## src/rtl/text_cmd_engine.sv

```systemverilog
// text_cmd_engine: byte-stream command decoder driving the character RAM write port.
// Tracks a (col,row) cursor and decodes the LF/CR/BS/clear/positioning codes.
// Optional hardware scrolling through a row-offset register is built when the
// TEXT_SCROLL_EN macro is defined. Without it, row advance at the bottom wraps to 0.
module text_cmd_engine #(
  parameter int unsigned COLS      = 40,
  parameter int unsigned ROWS      = 32,
  parameter int unsigned ADDR_W    = 11,
  parameter logic [7:0]  FILL_CHAR = 8'h00,
  localparam int unsigned COL_W    = 6,
  localparam int unsigned ROW_W    = 6
) (
  input  logic              in_main_clock,
  input  logic              in_reset,
  input  logic [7:0]        in_byte,
  input  logic              in_byte_valid,
  output logic              out_byte_ready,
  output logic [ADDR_W-1:0] out_ram_addr,
  output logic [7:0]        out_ram_data,
  output logic              out_ram_we,
  output logic [COL_W-1:0]  out_cursor_col,
  output logic [ROW_W-1:0]  out_cursor_row,
  output logic [ROW_W-1:0]  out_row_offset,
  output logic              out_busy
);

  localparam logic [ADDR_W-1:0] LastAddr = ADDR_W'(ROWS * COLS - 1);
  localparam logic [COL_W-1:0]  LastCol  = COL_W'(COLS - 1);
  localparam logic [ROW_W-1:0]  LastRow  = ROW_W'(ROWS - 1);

  typedef enum logic [2:0] {
    StIdle, StDecode, StWrite, StAdvance, StClearRow, StClearAll
  } state_e;

  state_e state_q, state_d;

  logic [7:0]        byte_q, byte_d;
  logic [COL_W-1:0]  col_q, col_d;
  logic [ROW_W-1:0]  row_q, row_d;
  logic [ROW_W-1:0]  off_q;
  logic [ADDR_W-1:0] addr_q, addr_d;
  logic [7:0]        data_q, data_d;

  // Row-advance result for the current cursor
  logic [ROW_W-1:0]  adv_row;

`ifdef TEXT_SCROLL_EN
  logic [ROW_W-1:0]  off_d;
  logic              scroll_q, scroll_d;
  logic [COL_W-1:0]  clr_cnt_q, clr_cnt_d;
  logic [ROW_W-1:0]  adv_off;
  logic              adv_scroll;
`else
  assign off_q = '0;
`endif

  logic is_lf, is_cr, is_bs, is_clr, is_col, is_row, is_print;
  logic [COL_W:0] col_inc;
  logic           col_wrap;

  assign is_lf    = (byte_q == 8'h0A);
  assign is_cr    = (byte_q == 8'h0D);
  assign is_bs    = (byte_q == 8'h08);
  assign is_clr   = (byte_q == 8'hFF);
  assign is_col   = (byte_q[7:6] == 2'b10);
  assign is_row   = (byte_q[7:6] == 2'b11) && !is_clr;
  assign is_print = !(is_lf || is_cr || is_bs || is_clr || is_col || is_row);
  assign col_inc  = {1'b0, col_q} + 1'b1;
  assign col_wrap = (col_inc >= (COL_W + 1)'(COLS));

  // Physical RAM address of a logical cell, applying the row offset modulo ROWS
  function automatic logic [ADDR_W-1:0] phys_addr(input logic [COL_W-1:0] c,
                                                  input logic [ROW_W-1:0] r,
                                                  input logic [ROW_W-1:0] o);
    logic [ROW_W:0] s;
    s = {1'b0, r} + {1'b0, o};
    if (s >= (ROW_W + 1)'(ROWS)) s = s - (ROW_W + 1)'(ROWS);
    return ADDR_W'(s) * ADDR_W'(COLS) + ADDR_W'(c);
  endfunction

  // Row advance: step down, or at the bottom either scroll or wrap to the top
  always_comb begin
    adv_row = row_q;
`ifdef TEXT_SCROLL_EN
    adv_off    = off_q;
    adv_scroll = 1'b0;
`endif
    if (row_q < LastRow) begin
      adv_row = row_q + 1'b1;
    end else begin
`ifdef TEXT_SCROLL_EN
      adv_scroll = 1'b1;
      adv_off    = (off_q == LastRow) ? '0 : off_q + 1'b1;
`else
      adv_row = '0;
`endif
    end
  end

  // FSM state register
  always_ff @(posedge in_main_clock or posedge in_reset) begin
    if (in_reset) state_q <= StIdle;
    else          state_q <= state_d;
  end

  // FSM next-state logic
  always_comb begin
    state_d = state_q;
    case (state_q)
      StIdle:   if (in_byte_valid) state_d = StDecode;
      StDecode: begin
        if (is_clr)                                  state_d = StClearAll;
        else if (is_print || (is_bs && col_q != '0)) state_d = StWrite;
`ifdef TEXT_SCROLL_EN
        else if (is_lf && adv_scroll)                state_d = StClearRow;
`endif
        else                                         state_d = StIdle;
      end
      StWrite:  state_d = StAdvance;
`ifdef TEXT_SCROLL_EN
      StAdvance:  state_d = scroll_q ? StClearRow : StIdle;
      StClearRow: if (clr_cnt_q == LastCol) state_d = StIdle;
`else
      StAdvance:  state_d = StIdle;
`endif
      StClearAll: if (addr_q == LastAddr) state_d = StIdle;
      default:    state_d = StIdle;
    endcase
  end

  // FSM outputs: handshake and write strobe
  always_comb begin
    out_byte_ready = (state_q == StIdle);
    out_busy       = (state_q != StIdle);
    out_ram_we     = (state_q == StWrite) || (state_q == StClearRow) ||
                     (state_q == StClearAll);
  end

  // Datapath next-state: cursor, offset, RAM address/data
  always_comb begin
    byte_d = byte_q;
    col_d  = col_q;
    row_d  = row_q;
    addr_d = addr_q;
    data_d = data_q;
`ifdef TEXT_SCROLL_EN
    off_d     = off_q;
    scroll_d  = scroll_q;
    clr_cnt_d = clr_cnt_q;
`endif
    case (state_q)
      StIdle: if (in_byte_valid) byte_d = in_byte;
      StDecode: begin
        if (is_lf) begin
          col_d = '0;
          row_d = adv_row;
`ifdef TEXT_SCROLL_EN
          off_d     = adv_off;
          addr_d    = phys_addr('0, LastRow, adv_off);
          data_d    = FILL_CHAR;
          clr_cnt_d = '0;
`endif
        end else if (is_cr) begin
          col_d = '0;
        end else if (is_bs) begin
          if (col_q != '0) begin
            addr_d = phys_addr(col_q - 1'b1, row_q, off_q);
            data_d = 8'h20;
          end
        end else if (is_clr) begin
          col_d  = '0;
          row_d  = '0;
          addr_d = '0;
          data_d = FILL_CHAR;
`ifdef TEXT_SCROLL_EN
          off_d  = '0;
`endif
        end else if (is_col) begin
          col_d = ({1'b0, byte_q[5:0]} >= (COL_W + 1)'(COLS)) ? '0 : byte_q[5:0];
        end else if (is_row) begin
          row_d = ({1'b0, byte_q[5:0]} >= (ROW_W + 1)'(ROWS)) ? '0 : byte_q[5:0];
        end else begin
          addr_d = phys_addr(col_q, row_q, off_q);
          data_d = byte_q;
        end
      end
      StWrite: begin
`ifdef TEXT_SCROLL_EN
        scroll_d = 1'b0;
`endif
        if (is_bs) begin
          col_d = col_q - 1'b1;
        end else if (col_wrap) begin
          col_d = '0;
          row_d = adv_row;
`ifdef TEXT_SCROLL_EN
          off_d    = adv_off;
          scroll_d = adv_scroll;
`endif
        end else begin
          col_d = col_inc[COL_W-1:0];
        end
      end
`ifdef TEXT_SCROLL_EN
      StAdvance: begin
        // Offset already moved, so the new bottom logical row is the old top row
        if (scroll_q) begin
          addr_d    = phys_addr('0, LastRow, off_q);
          data_d    = FILL_CHAR;
          clr_cnt_d = '0;
        end
      end
      StClearRow: begin
        if (clr_cnt_q != LastCol) begin
          addr_d    = addr_q + 1'b1;
          clr_cnt_d = clr_cnt_q + 1'b1;
        end
      end
`endif
      StClearAll: if (addr_q != LastAddr) addr_d = addr_q + 1'b1;
      default: ;
    endcase
  end

  // Datapath registers
  always_ff @(posedge in_main_clock or posedge in_reset) begin
    if (in_reset) begin
      byte_q    <= '0;
      col_q     <= '0;
      row_q     <= '0;
      addr_q    <= '0;
      data_q    <= '0;
`ifdef TEXT_SCROLL_EN
      off_q     <= '0;
      scroll_q  <= 1'b0;
      clr_cnt_q <= '0;
`endif
    end else begin
      byte_q    <= byte_d;
      col_q     <= col_d;
      row_q     <= row_d;
      addr_q    <= addr_d;
      data_q    <= data_d;
`ifdef TEXT_SCROLL_EN
      off_q     <= off_d;
      scroll_q  <= scroll_d;
      clr_cnt_q <= clr_cnt_d;
`endif
    end
  end

  assign out_ram_addr   = addr_q;
  assign out_ram_data   = data_q;
  assign out_cursor_col = col_q;
  assign out_cursor_row = row_q;
  assign out_row_offset = off_q;

endmodule

```

## config.mk

```make
export PLATFORM = sky130hd
export DESIGN_NAME = text_cmd_engine
export DESIGN_NICKNAME = d
export VERILOG_FILES = /design/src/rtl/text_cmd_engine.sv
export SDC_FILE = /design/constraint.sdc
export NUM_CORES = 1
export LEC_CHECK = 0
export BUFFER_PORTS_ARGS = -buffer_cell sky130_fd_sc_hd__buf_4
export CAP_MARGIN = 30
export CORE_ASPECT_RATIO = 1.2
export CORE_MARGIN = 2
export CORE_UTILIZATION = 57
export DETAILED_ROUTE_END_ITERATION = 10
export PLACE_DENSITY = 0.8
export SLEW_MARGIN = 15
export SYNTH_ARGS = -nofsm -noshare
export SYNTH_HDL_FRONTEND = slang
export SYNTH_SLANG_ARGS = --single-unit
```

## constraint.sdc

```tcl
create_clock -name in_main_clock -period 2.9 [get_ports in_main_clock]
set_clock_uncertainty 0.1 [all_clocks]
set_input_delay 0.29 -clock in_main_clock [delete_from_list [all_inputs] [get_ports in_main_clock]]
set_output_delay 0.29 -clock in_main_clock [all_outputs]
set_load 0.05 [all_outputs]
```

==> Word-level counts from Yosys, hierarchy flattened <==
Cells that the tools add are included.
{ "classes": {"addsub": 7, "mul": 2, "magnitude_cmp": 5, "n_eq_ne": 31, "n_mux": 52, "bitwise_logic": 2, "reduce_logical": 23} }
{ "ops": {"columns": ["op", "n"], "rows": [
  ["two-way mux 6 bit", 18],
  ["two-way mux 7 bit", 13],
  ["two-way mux 11 bit", 8],
  ["two-way mux 8 bit", 5],
  ["== test 8 x 4 -> 1 bit, second input constant", 3],
  ["case mux 6 bit (2 select lines)", 2],
  ["adder 11 x 6 -> 11 bit", 2],
  ["case mux 11 bit (2 select lines)", 1],
  ["!= test 4 bit, second input constant", 5],
  [">= comparator 6 bit, second input constant", 3],
  ["multiplier 7 x 3 -> 8 bit, second input constant", 2],
  ["!= test 3 bit, second input constant", 5],
  ["AND reduction 7 bit", 2],
  ["!= test 2 bit, second input constant", 6],
  ["case mux 3 bit (4 select lines)", 1],
  ["adder 11 x 1 -> 11 bit, second input constant", 1],
  ["== test 11 bit, second input constant", 1],
  ["!= test 11 bit, second input constant", 1],
  ["two-way mux 3 bit", 3],
  ["== test 8 bit, second input constant", 1],
  ["logical OR 1 bit", 8],
  ["adder 6 x 1 -> 7 bit, second input constant", 1],
  [">= comparator 7 x 6 -> 1 bit, second input constant", 1],
  ["subtractor 6 x 6 -> 7 bit, second input constant", 1],
  ["20 further kinds", 28]
]} }
{ "word_totals": {"reg_bits": 42, "in_bits": 11, "output_inout_bits": 40} }

==> Logic depth before layout (Yosys ltp) <==
Gate-level depths: netlist of the first run.
{ "logic_depth": {"ltp_word": 19, "mapped_depth": 12, "ltp_nobuf": 11} }

==> Worst setup path before layout of the first run <==
OpenSTA, ideal clock, no wires.
{ "synth_path": {"path_kind": "register to register", "from": "register row_q[1], in the netlist out_cursor_row[1]", "to": "register addr_q[10], in the netlist out_ram_addr[10]", "setup_ns": 0.080, "arrival_ns": 2.714, "t_required_ns": 2.720, "setup_slack_ns": 0.006, "stages_incl_launch_ff": 11, "n_path_buf": 0, "cell_sequence": "dfrtp_1 > ha_1 > ha_1 > inv_1 > fa_1 > nand2b_1 > nor2_1 > a21boi_0 > and4_1 > o21ai_0 > a2bb2oi_1"} }
{ "synth_between": {"elab_chain_cells": 18, "elab_cells_between_ends": 27, "classes_between": "add/sub (3); mul (2); order compare (1); mux (21)"} }
{ "synth_lines": {"columns": ["element", "line", "source"], "rows": [
  ["start: declaration", "39", "logic [ROW_W-1:0] row_q, row_d;"],
  ["start signal: assignment", "241", "row_q <= row_d;"],
  ["subtractor 6 x 6 -> 7 bit / >= comparator 6 bit (equally long branches)", "77", "if (s >= (ROW_W + 1)'(ROWS)) s = s - (ROW_W + 1)'(ROWS);"],
  ["two-way mux 7 bit (*)", "77", null],
  ["two-way mux 7 bit", "180", "end else if (is_row) begin"],
  ["two-way mux 7 bit", "178", "end else if (is_col) begin"],
  ["two-way mux 7 bit", "170", "end else if (is_clr) begin"],
  ["two-way mux 7 bit", "165", "end else if (is_bs) begin"],
  ["two-way mux 7 bit", "163", "end else if (is_cr) begin"],
  ["two-way mux 7 bit", "154", "if (is_lf) begin"],
  ["(+2 left out)", null, null],
  ["adder 11 x 6 -> 11 bit", "78", "return ADDR_W'(s) * ADDR_W'(COLS) + ADDR_W'(c);"],
  ["two-way mux 11 bit", "180", null],
  ["two-way mux 11 bit", "178", null],
  ["two-way mux 11 bit", "170", null],
  ["two-way mux 11 bit (*)", "165", null],
  ["two-way mux 11 bit (*)", "163", null],
  ["two-way mux 11 bit (*)", "154", null],
  ["case mux 11 bit (2 select lines) (*)", "151", "case (state_q)"],
  ["end signal: assignment", "242", "addr_q <= addr_d;"],
  ["end: declaration", "41", "logic [ADDR_W-1:0] addr_q, addr_d;"]
]} }
Mark *: on every way between the ends. The rest lies on a longest branch, timed or not. The select of a mux whose other input is x is not followed.
A chain may end at the register's enable or synchronous reset.

==> Worst setup path after layout of the first run <==
{ "layout_path": {"from": "register row_q[0], in the netlist out_cursor_row[0]", "to": "register addr_q[10], in the netlist out_ram_addr[10]"} }
Same word-level chain as after synthesis.

==> results.md, run 1 <==
- Status: finished clean
- Synth Instances: 377
- Final Net Count: 456
- Compound-Gate Fraction of Synth Area: 22.9%
- Die Y: 87.9 um
- Slew margin rel.: 58.1%
- Clock buffer depth: 2
- Synth Area in Adders: 9.66%
- CTS root buf: clkbuf_8
- Worst-path clk slew: 0.09 ns
- Arrival @ worst endpoint: 2.79 ns
- IO Pins: 51
- Vias per cell: 5.98
- Die Width: 73.9 um
- Seq/Total Area, Yosys: 31.4%
- Largest family of logic cells by synthesized area: compound AO/OA/AOI/OAI gates
- Final period utilization: 91.9%
- Total CTS buffers: 5
- Post-synth ARST share: 100%
- Reg2Reg Capture Point: out_ram_addr[10]
- Setup Buffers After CTS: 0
- Largest net degree at the start of global routing: 43
- CTS tree: built
- Initial DRC count: ~190
- Final Hold Viols: 0
- Routed Wire Length: 8220 um
- Detailed Routing Iterations Pass 1: 9
- Die area: 0.00649 sq mm
- CP Max Fanout: 8
- Pre-CTS setup slack: 0.262 ns
- Area delta synth->final: 14.3%
- GRT Overall Usage: a little over a quarter
- Mean Syn Cell Area: around 9 sq um
- Total negative slack: 0 ns
- Critical R2R Launch: out_cursor_row[0]
- Non-filler cells, final: 502
- #FFs+latches synth: 42
- Worst slew pin tran: approximately 0.63 ns
- Post-route DRC: 0
- FF-to-FF setup slack: ~0.23 ns
- Core Area: 0.00567 sq mm
- H-tree depth: 2
- ANT nets after route: 0
- Site Rows: 30
- Vias: 3003
- HPWL Detailed: 6050 um
- Port Buffers: 44
- Cts repair resizes: 0
- Post-Synth Simple-Gate Area: 22.1%
- Post-synthesis cell type count: 72
- Reg2reg path depth: 10
- Worst Setup Start Kind: register
- Clock sink total: 42
- Avg WL per Cell: 16.4 um
- Number of antenna diodes: 0
- Final max-slew violation count: 0
- Final RePlAce weighted congestion: between 0.9 and 1
- Initial core utilization: 59.0%
- Yosys Warn Count: 0
- Unrepaired setup endpoints after global routing: false
- Initial antenna violation count: 0
- Worst setup margin: 0.234 ns
- Tmin final: 2.67 ns
- Post-synthesis mux area share: 2.96%
- XOR/XNOR Fraction of Synth Area: 2.88%
- Layout cell share with drive strength beyond 1: 21.8%
- Inst Count DP: 494
- Worst setup EP type: register
- Hold buffers post-CTS: 0
- Fmax: 0.375 GHz
- GRT overflow: 0
- Max-cap violations: 0
- Mapped Area: 0.00334 sq mm
- Vias in the first global route: 2770
- Final setup fails: 0
- First-pass GRT wire length: 13400 um
- HP Class: in2async
- Ys flop type: dfrtp_1
- Post-synth EDFFs: 0
- Worst skew pair latency: 0.30 ns
- Req. time, crit path: slightly above 3 ns
- Kind of critical path: reg2reg
==> synth_stat cells (4+ instances only) <==
| library cell | count | area [sq um] |
|---|---|---|
| nor3_1 | 5 | 25.0 |
| dfrtp_1 | 42 | 1050 |
| mux2_2 | 7 | 78.8 |
| xnor2_1 | 7 | 61.3 |
| a21o_1 | 5 | 37.5 |
| inv_1 | 21 | 78.8 |
| a31oi_1 | 7 | 43.8 |
| o21ai_0 | 27 | 135 |
| xor2_1 | 4 | 35.0 |
| o211ai_1 | 10 | 75.1 |
| nor2_1 | 28 | 105 |
| buf_4 | 11 | 82.6 |
| nand4_1 | 7 | 43.8 |
| buf_6 | 4 | 45.0 |
| nand3_1 | 20 | 100 |
| o22ai_1 | 6 | 37.5 |
| buf_2 | 10 | 50.1 |
| nor2b_1 | 5 | 31.3 |
| a21oi_1 | 22 | 110 |
| nand2_1 | 27 | 101 |
| and2_1 | 7 | 43.8 |
| nor3b_1 | 6 | 45.0 |
| ha_1 | 21 | 263 |
==> layout make-up <==
class / count / area (sq um)
Sequential cell: 42 / 1050
Multi-Input combinational cell: 294 / 2050
Tap cell: 80 / 100
Fill cell: 495 / 1850
Clock buffer: 6 / 72.6
Clock inverter: 2 / 37.5
Inverter: 21 / 78.8
Timing Repair Buffer: 57 / 428
==> stage by stage <==
step | cell area [sq um] | hold WS [ns] | utilization, %
after floorplan | 3370 | 0.307 | -
final | 3820 | 0.0268 | 67.4
after global routing | 3820 | 0.0681 | 67.4
after CTS | 3820 | 0.0482 | 67.4
after detailed placement | 3710 | 0.373 | 65.5
after global placement | 3710 | 0.365 | 65.5
==> layout by cell type, fill, tap and decap left out, drive strengths merged, types with 6 or more instances in the layout <==
| cell type | netlist | layout |
|---|---|---|
| buf | 25 | 57 |
| dfrtp | 42 | 42 |
| xnor2 | 7 | 7 |
| and2 | 7 | 7 |
| ha | 21 | 21 |
| o21ai | 31 | 31 |
| nand4 | 7 | 7 |
| clkbuf | 2 | 6 |
| mux2 | 7 | 7 |
| nor2 | 28 | 28 |
| conb | 1 | 8 |
| nor3b | 8 | 8 |
| nand3 | 20 | 20 |
| nand2 | 27 | 27 |
| a31oi | 7 | 7 |
| o22ai | 6 | 6 |
| a21oi | 25 | 25 |
| inv | 21 | 21 |
| nor3 | 8 | 8 |
| a21o | 6 | 6 |
| o211ai | 10 | 10 |
==> worst max-delay path by stage <==
stage / start / to / slack [ns] / depth (start not counted)
2_1_floorplan: out_cursor_row[1] / out_ram_addr[10] / 0.006 / 10
3_3_place_gp: out_cursor_row[0] / out_ram_addr[10] / 0.39 / 10
3_5_place_dp: out_cursor_row[0] / out_ram_addr[10] / 0.26 / 10
4_1_cts: out_cursor_row[0] / out_ram_addr[10] / 0.24 / 10
5_1_grt: out_cursor_row[0] / out_ram_addr[10] / 0.02 / 10
6_report: out_cursor_row[0] / out_ram_addr[10] / 0.23 / 10
==> state kept, by name, indices dropped and copies added, names as in the netlist <==
| register | flops |
|---|---|
| out_cursor_col | 6 |
| out_cursor_row | 6 |
| state_q | 3 |
| out_ram_data | 8 |
| byte_q | 8 |
| out_ram_addr | 11 |
==> critical path, cell delays in order (launching register included) <==
cell and delay [ns]:
dfrtp_1 0.48, ha_1 0.25, ha_1 0.19, inv_1 0.07, fa_1 0.43, nand2b_1 0.17, nor2_1 0.13, a21boi_0 0.34
and4_1 0.23, o21ai_0 0.07, a2bb2oi_1 0.13
==> cells by family (layout without fill, tap and decap cells) <==
group	count (synthesis)	count (layout)
AND/OR/NAND/NOR	128	128
AO/OA/AOI/OAI	114	114
buffers and inverters	48	86
flip-flops	42	42
adder cells (fa/ha/maj)	24	24
XOR/XNOR	11	11
multiplexers	9	9
other	1	8
==> layer usage <==
metal	vias up	global-route usage, %	routed length [um]
li1	1443	-	-
met1	1429	35.7	3550
met2	115	42.7	3960
met3	16	4.95	532
met4	0	11.2	175
met5	-	0	0
Power of run 1 is left out: the tool's default activity adds up to more than one toggle a clock period on the data nets, which glitch-free logic cannot reach.
==> run 2: changes to the inputs <==
- REMOVE_ABC_BUFFERS: unset -> 1
==> run 2 against run 1 <==
Final area down 0.39%. Maximum frequency up 1.3%. Clock-buffer cell count unchanged. Worst setup slack better by 0.034 ns. Critical path depth unchanged.
==> results.md, run 2 (same netlist as run 1, synthesis figures left out) <==
- Area delta synth->final: 13.9% (was 14.3%)
- Final period utilization: 90.8% (was 91.9%)
- Vias per cell: 6.08 (was 5.98)
- Routed Wire Length: 8050 um (was 8220 um)
- GRT overflow: 0 (unchanged)
- Commonest non-fill, non-tap cell in the layout: buf_4 (unchanged)
- Die Y: 87.9 um (unchanged)
- Post-route DRC: 0 (unchanged)
- Initial core utilization: 59.0% (unchanged)
- Max-cap violations: 0 (unchanged)
- Initial DRC count: 189 (was 192)
- CTS tree: built (unchanged)
- Final Hold Viols: 0 (unchanged)
- Die Width: 73.9 um (unchanged)
- IO Pins: 51 (unchanged)
- Req. time, crit path: 3.03 ns (was 3.02 ns)
- Die area: 0.00649 sq mm (unchanged)
- FILL cells: 479 (was 495)
- Worst Setup Start Kind: register (unchanged)
- ANT nets after route: 0 (unchanged)
- Unrepaired setup endpoints after global routing: false (unchanged)
- Largest net degree at the start of global routing: 43 (unchanged)
- Kind of critical path: reg2reg (unchanged)
- H-tree depth: 2 (unchanged)
- CTS root buf: clkbuf_8 (unchanged)
- Worst hold slack: 0.0199 ns (was 0.0268 ns)
- Status: finished clean (unchanged)
- CP Max Fanout: 8 (unchanged)
- Max reg flops: 11 (unchanged)
- Reg area: 0.00105 sq mm (unchanged)
- Most frequent cells in the layout: buf_4 (55), dfrtp_1 (42), nor2_1 (28) (was buf_4 (57), dfrtp_1 (42), nor2_1 (28))
- Vias in the first global route: 2883 (was 2770)
- Worst slew pin tran: 0.623 ns (was 0.626 ns)
- First-pass GRT wire length: 13600 um (was 13400 um)
- Site Rows: 30 (unchanged)
- HPWL Detailed: 5900 um (was 6050 um)
- Detailed Routing Iterations Pass 1: 5 (was 9)
- Layout cell share with drive strength beyond 1: 21.4% (was 21.8%)
- HP Class: in2async (unchanged)
- Worst-path clk slew: 0.09 ns (about the same)
- Tmin final: 2.63 ns (was 2.67 ns)
- Area of the multi-input gates: 0.00205 sq mm (unchanged)
- Final RePlAce weighted congestion: 0.856 (was 0.913)
- Worst setup EP type: register (unchanged)
- Slew margin rel.: 58.4% (was 58.1%)
- Total negative slack: 0 ns (unchanged)
- Core Area: 0.00567 sq mm (unchanged)
- Final setup fails: 0 (unchanged)
- Clock sink total: 42 (unchanged)
- Initial antenna violation count: 0 (unchanged)
- Final max-slew violation count: 0 (unchanged)
- Arrival @ worst endpoint: 2.76 ns (was 2.79 ns)
- Final Net Count: 454 (was 456)
- Vias: 3040 (was 3003)
- Fmax: 0.380 GHz (was 0.375 GHz)
- Total CTS buffers: 5 (unchanged)
- Worst skew pair latency: 0.30 ns (about the same)
- Port Buffers: 44 (unchanged)
- GRT Overall Usage: 26.3% (was 26.8%)
- Clock buffer depth: 2 (unchanged)
- Number of antenna diodes: 0 (unchanged)
- Avg WL per Cell: 16.1 um (was 16.4 um)
run 2: changes by cell type in the layout (fill, tap and decap cells not counted):
cell      delta
a21boi_1     +1
a21boi_0     -1
buf_4        -2
run 2: final cells by class:
cell class                      count  area share [%]
Sequential cell                    42            27.6
Clock inverter                      2           0.987
Tap cell                           80            2.63
Timing Repair Buffer               55            10.9
Multi-Input combinational cell    294            53.9
Clock buffer                        6            1.91
Inverter                           21            2.07
run 2: worst paths after layout:
path	slack [ns]	to	start	cells after the start
setup / recovery	0.27	out_ram_addr[10]	out_cursor_row[3]	10
hold / removal	0.02	out_cursor_col[3]	in_reset	3
setup reg to reg	0.27	out_ram_addr[10]	out_cursor_row[3]	10
hold reg to reg	0.42	out_ram_data[7]	out_ram_data[7]	1
max in group asynchronous	2.29	out_ram_addr[0]	in_reset	3
min in group in_main_clock	0.11	byte_q[4]	in_byte[4]	3
run 2: per-stage QoR:
step	area [sq um]	setup WS, ns	std cells	util, %
floorplan	3180	0.00603	357	-
global placement	3690	0.317	492	65.2
detailed placement	3690	0.207	492	65.2
CTS	3800	0.198	500	67.1
global route	3800	0.0678	500	67.1
finish	3800	0.268	500	67.1
run 2: worst max-delay path: stages, from the launching register on:
cell,delay [ns]
dfrtp_1,0.48
ha_1,0.32
ha_1,0.23
inv_1,0.07
fa_1,0.44
nand2b_1,0.17
nor2_1,0.12
a21boi_1,0.24
and4_1,0.20
o21ai_0,0.07
a2bb2oi_1,0.13
run 2: what timing repair did:
action / in CTS / in global routing
endpoints found under the setup margin: 0 / 2
buffers inserted: 0 / 0
hold buffers: 0 / 0
resized for setup: 0 / 1
run 2: per-layer routing:
| layer | up-vias | global-route usage [%] | share of wire (%) |
|---|---|---|---|
| met5 | - | 0 | 0 |
| met4 | 0 | 7.11 | 1.1 |
| met3 | 12 | 3.80 | 5.0 |
| met2 | 113 | 45.3 | 50 |
| met1 | 1460 | 34.3 | 43 |
| li1 | 1455 | - | - |
Power of run 2 is left out for the same reason.
